### src/rtl/usb_tx_pkg.sv
// Shared types for the USB full-speed transmit line encoder: FSM states and
// the two-bit {dplus, dminus} line symbol.
package usb_tx_pkg;

    typedef enum logic [1:0] {
        IDLE    = 2'd0,
        DATA    = 2'd1,
        EOP_SE0 = 2'd2,
        EOP_J   = 2'd3
    } tx_state_e;

    // Line symbol packed as {dplus, dminus}
    typedef logic [1:0] line_t;

    localparam line_t LINE_J   = 2'b10;
    localparam line_t LINE_K   = 2'b01;
    localparam line_t LINE_SE0 = 2'b00;

    // NRZI transition between the two differential data states
    function automatic line_t line_toggle(input line_t l);
        return (l == LINE_J) ? LINE_K : LINE_J;
    endfunction

endpackage

### src/rtl/usb_bit_timer.sv
// Wrap counter with synchronous clear and enable; strobes wrap_o in the
// enabled cycle where the count equals last_i, then restarts from zero.
module usb_bit_timer #(
    parameter int W = 3
) (
    input  logic         clk,
    input  logic         n_rst,
    input  logic         clear_i,
    input  logic         en_i,
    input  logic [W-1:0] last_i,
    output logic         wrap_o
);

    logic [W-1:0] count_q, count_d;

    assign wrap_o = en_i && (count_q == last_i);

    always_comb begin
        count_d = count_q;
        if (clear_i)
            count_d = '0;
        else if (en_i)
            count_d = wrap_o ? '0 : count_q + W'(1);
    end

    always_ff @(posedge clk or negedge n_rst) begin
        if (!n_rst)
            count_q <= '0;
        else
            count_q <= count_d;
    end

endmodule

### src/rtl/usb_tx_line_encoder.sv
// USB full-speed TX line encoder: NRZI with bit stuffing, self-timed bit
// periods and locally generated EOP, driving registered dplus/dminus.
module usb_tx_line_encoder
    import usb_tx_pkg::*;
#(
    parameter int CLKS_PER_BIT = 8,
    parameter int STUFF_LEN    = 6,
    parameter int EOP_SE0_BITS = 2,
    parameter int EOP_J_BITS   = 1
) (
    input  logic clk,
    input  logic n_rst,
    input  logic tx_valid,
    input  logic tx_bit,
    input  logic tx_eop,
    output logic tx_ready,
    output logic dplus,
    output logic dminus,
    output logic tx_active,
    output logic eop_done,
    output logic underrun
);

    localparam int BIT_W   = $clog2(CLKS_PER_BIT);
    localparam int ONES_W  = $clog2(STUFF_LEN + 1);
    localparam int EOP_MAX = (EOP_SE0_BITS > EOP_J_BITS) ? EOP_SE0_BITS : EOP_J_BITS;
    localparam int EOP_W   = (EOP_MAX > 1) ? $clog2(EOP_MAX) : 1;

    localparam logic [BIT_W-1:0]  BIT_LAST  = BIT_W'(CLKS_PER_BIT - 1);
    localparam logic [ONES_W-1:0] STUFF_MAX = ONES_W'(STUFF_LEN);
    localparam logic [EOP_W-1:0]  SE0_LAST  = EOP_W'(EOP_SE0_BITS - 1);
    localparam logic [EOP_W-1:0]  J_LAST    = EOP_W'(EOP_J_BITS - 1);

    tx_state_e          state_q, state_d;
    line_t              line_q, line_d;
    logic [ONES_W-1:0]  ones_q, ones_d;

    logic bit_bnd;
    logic eop_last;
    logic in_eop;
    logic stuff_pend;

    assign in_eop     = (state_q == EOP_SE0) || (state_q == EOP_J);
    assign stuff_pend = (ones_q == STUFF_MAX);

    // Bit-period timer: parked at zero in IDLE so DATA starts a fresh period
    usb_bit_timer #(.W(BIT_W)) u_bit_timer (
        .clk     (clk),
        .n_rst   (n_rst),
        .clear_i (state_q == IDLE),
        .en_i    (state_q != IDLE),
        .last_i  (BIT_LAST),
        .wrap_o  (bit_bnd)
    );

    // EOP timer counts bit periods; its wrap at the last SE0 period leaves it
    // at zero for the J phase without an explicit reload.
    usb_bit_timer #(.W(EOP_W)) u_eop_timer (
        .clk     (clk),
        .n_rst   (n_rst),
        .clear_i (!in_eop),
        .en_i    (in_eop && bit_bnd),
        .last_i  ((state_q == EOP_SE0) ? SE0_LAST : J_LAST),
        .wrap_o  (eop_last)
    );

    always_comb begin
        state_d  = state_q;
        line_d   = line_q;
        ones_d   = ones_q;
        tx_ready = 1'b0;
        underrun = 1'b0;
        eop_done = 1'b0;
        case (state_q)
            IDLE: begin
                tx_ready = 1'b1;
                line_d   = LINE_J;
                ones_d   = '0;
                if (tx_valid) begin
                    state_d = DATA;
                    line_d  = tx_bit ? LINE_J : LINE_K;
                    ones_d  = tx_bit ? ONES_W'(1) : '0;
                end
            end
            DATA: begin
                if (bit_bnd) begin
                    if (stuff_pend) begin
                        line_d = line_toggle(line_q);
                        ones_d = '0;
                    end else if (tx_eop) begin
                        state_d = EOP_SE0;
                        line_d  = LINE_SE0;
                        ones_d  = '0;
                    end else begin
                        tx_ready = 1'b1;
                        if (tx_valid) begin
                            line_d = tx_bit ? line_q : line_toggle(line_q);
                            ones_d = tx_bit ? ones_q + ONES_W'(1) : '0;
                        end else begin
                            // Starved mid-packet: abort with a normal EOP
                            underrun = 1'b1;
                            state_d  = EOP_SE0;
                            line_d   = LINE_SE0;
                            ones_d   = '0;
                        end
                    end
                end
            end
            EOP_SE0: begin
                line_d = LINE_SE0;
                if (eop_last) begin
                    state_d = EOP_J;
                    line_d  = LINE_J;
                end
            end
            EOP_J: begin
                line_d = LINE_J;
                if (eop_last) begin
                    state_d  = IDLE;
                    eop_done = 1'b1;
                end
            end
            default: begin
                state_d = IDLE;
                line_d  = LINE_J;
                ones_d  = '0;
            end
        endcase
    end

    always_ff @(posedge clk or negedge n_rst) begin
        if (!n_rst) begin
            state_q <= IDLE;
            line_q  <= LINE_J;
            ones_q  <= '0;
        end else begin
            state_q <= state_d;
            line_q  <= line_d;
            ones_q  <= ones_d;
        end
    end

    assign dplus     = line_q[1];
    assign dminus    = line_q[0];
    assign tx_active = (state_q != IDLE);

endmodule

### config.mk
export PLATFORM = sky130hd
export DESIGN_NAME = usb_tx_line_encoder
export DESIGN_NICKNAME = d
export VERILOG_FILES = /design/src/rtl/usb_tx_pkg.sv /design/src/rtl/usb_bit_timer.sv /design/src/rtl/usb_tx_line_encoder.sv
export SDC_FILE = /design/constraint.sdc
export NUM_CORES = 1
export LEC_CHECK = 0
export ABC_AREA = 1
export ABC_CLOCK_PERIOD_IN_PS = 2000
export BUFFER_PORTS_ARGS = -buffer_cell sky130_fd_sc_hd__buf_4
export CAP_MARGIN = 20
export CELL_PAD_IN_SITES_DETAIL_PLACEMENT = 0
export CELL_PAD_IN_SITES_GLOBAL_PLACEMENT = 1
export CORE_UTILIZATION = 39
export DETAILED_ROUTE_END_ITERATION = 8
export PLACE_DENSITY_LB_ADDON = 0.12
export SETUP_SLACK_MARGIN = 0.4
export SYNTH_ARGS = -nofsm -noshare
export SYNTH_HDL_FRONTEND = slang
export SYNTH_SLANG_ARGS = --single-unit
### constraint.sdc
create_clock -name clk -period 2 [get_ports clk]
set_input_delay 0.4 -clock clk [delete_from_list [all_inputs] [get_ports clk]]
set_output_delay 0.4 -clock clk [all_outputs]
set_load 0.02 [all_outputs]
==> metrics.md <==
| Metric | Value |
|---|---|
| Number of global-route vias before repair | `740` |
| Rows | `15` |
| DRT Pass-1 Iters | `4` |
| Synthesized area | `781 µm²` |
| Slew Limit Fails | `0` |
| Routability cong. | `0.789` |
| Layout Utilization | `66.4%` |
| Largest net degree at the start of global routing | `12` |
| Share of layout cells above drive strength 1 | `42.6%` |
| Max Clock Skew | `0.598 ps` |
| Die extent in x | `46.7 µm` |
| CTS tree | `yes` |
| H-Tree Depth | `1` |
| Die height | `46.7 µm` |
| Core outline area | `1800 µm²` |
| Sequential share of the synthesized area | `35.4%` |
| RSZ-0062 raised after global routing | `true` |
| Status | `complete, no violations` |
| Measured slew at the worst slew-check pin | `266 ps` |
| Global-route wire length before repair | `3.13 mm` |
| HP Class | `in -> reg` |
| CP startpoint kind | `flip-flop` |
| Fin area | `1200 µm²` |
| CTS Root Cell | `clkbuf_4` |
| Fin crit share | `95.0%` |
| Max Cap Violations | `0` |
| Grt ovf | `0` |
| IO Port Bufs | `10` |
| DRC viols | `0` |
| Max Fclk | `526 MHz` |
| Gr usage total | `20.9%` |
| DR iter-0 viols | `14` |
| Net count after synthesis | `121` |
| Synth Register Bits | `11` |
| Mapped Cells | `107` |
| Distinct cells, synth | `18` |
| Initial antenna violation count | `0` |
| CP endpoint kind | `output port` |
| Via density | `4.83` |
| Worst Path Arrival | `1500 ps` |
| # IOs | `11` |
| FF-to-FF End | `state_q[1]` |
| Total negative setup slack | `0 ps` |
| DP Worst Slack | `229 ps` |
| Clock transition at path regs | `80 ps` |
| Crit Reg-Reg Startpoint | `u_bit_timer.count_q[0]` |
| Longest Clk Path Bufs | `2` |
| Fin crit period | `1900 ps` |
| Area grow syn2layout | `53.2%` |
| Number of fill cells | `163` |
| Setup ws final | `101 ps` |
| Worst rel slew slack | `82.2%` |
| Later-pin clock latency in the skew report | `270 ps` |
| Final antenna-violating net count | `0` |
| Reg2Reg Setup Slack | `430 ps` |
| WP data required | `1600 ps` |
| Overall power | `1740 µW` |
| Critical Path End | `eop_done` |
| Yosys warnings | `0` |
| Die area | `2180 µm²` |
| Lkg Pwr | `0.000600 µW` |
| Final number of setup-violating endpoints | `0` |
| Vias | `778` |
| Final-report hold violation count | `0` |
| Most frequent cells in the layout | `nand2_1 (24), buf_4 (18), inv_1 (13)` |
| WL final | `1.96 mm` |
| Initial Util | `43.3%` |
| Max VDD drop | `0.000730 V` |
| Drt wl/cell | `12.1 µm` |
| Syn Area/Cell | `7.30 µm²` |
| Hold Path Origin | `tx_bit` |
| Sink Count | `11` |
| Hpwl dp | `1.27 mm` |
| Diode count | `0` |
| Worst Path Max Fanout | `4` |
| Setup crit start | `state_q[1]` |
| Pwr per Cell Area | `1450 nW/µm²` |
| Num CTS Buffers | `3` |
| Commonest non-fill, non-tap cell in the layout | `nand2_1` |
| Placed inst area | `918 µm²` |
| Crit Path Category | `reg -> out` |
| Reg2reg path depth | `9` |
| Fin nets | `151` |
[where the power goes]
part / leakage [µW] / total, µW / switching (µW) / internal (µW)
registers: 0.000142 / 390 / 71.0 / 319
clock network: 0.0000150 / 162 / 84.8 / 77.4
logic: 0.000444 / 1180 / 669 / 515
[sequential cells by signal, summed over array words and instances, names as in the netlist]
| name | flops |
|---|---|
| state_q | 2 |
| ones_q | 3 |
| u_bit_timer.count_q | 3 |
| line_q | 2 |
| u_eop_timer.count_q | 1 |
[per-stage QoR]
stage          std cells  hold slack [ps]
2_1_floorplan        107              104
3_3_place_gp         142              246
3_5_place_dp         142              247
4_1_cts              158              435
5_1_grt              161              465
6_report             161              434
[cells by family (layout without fill, tap and decap cells)]
group           Yosys count  in the layout  synth area share (%)
fa+ha+maj                 9              9                  14.4
buf+inv                  19             48                  9.13
flops                    11             11                  35.4
compound gates            9              9                  6.41
simple gates             59             59                  34.6
[cell type report]
cell class	instances	area, µm²	area share, %
Multi-Input combinational cell	77	568	47.5
Sequential cell	11	277	23.1
Timing Repair Buffer	25	213	17.8
Inverter	19	81.3	6.80
Tap cell	25	31.3	2.62
Clock buffer	4	26.3	2.20
[Yosys cell counts]
master	number	area, µm²
nand2_1	32	120
inv_1	17	63.8
dfrtp_1	10	250
ha_1	9	113
nor2_1	8	30.0
nand3_1	7	35.0
nor3_1	4	20.0
nand2_4	3	33.8
nand4_1	3	18.8
o21ai_1	3	15.0
a21oi_1	2	10.0
inv_2	2	7.51
o21ai_0	2	10.0
a22oi_1	1	7.51
dfstp_2	1	26.3
nand2_2	1	6.26
nor2_2	1	6.26
o21bai_1	1	7.51
[what timing repair did]
item | 4_1_cts | 5_1_grt
setup endpoints to repair | 6 | 6
resized for setup | 24 | 12
buffers inserted | 11 | 3
endpoints found under the hold margin | 10 | 0
gates cloned | 0 | 0
pin swaps | 7 | 11
hold buffers | 1 | 0
[worst max-delay path, stage by stage, from the launching register on]
cell	delay, ps
dfrtp_1	430
buf_4	160
ha_4	170
nand2_2	80
nand2_2	80
nor3_4	170
buf_6	140
[how the worst min path moves through the flow]
stage | cells after the start | slack, ps | endpoint
after CTS | 5 | 430 | ones_q[0]
after global routing | 1 | 470 | u_bit_timer.count_q[0]
after detailed placement | 1 | 250 | ones_q[1]
final | 5 | 430 | ones_q[0]
after floorplan | 0 | 100 | line_q[0]
after global placement | 1 | 250 | ones_q[1]
[metal layers]
layer	global-route usage, %	vias to the layer above	wire, µm
met2	36.1	12	1050
met1	23.7	368	810
li1	-	394	-
met5	0	-	0
met3	3.46	4	48
met4	13.7	0	51
Note: power is estimated with default switching activity, not from simulation.
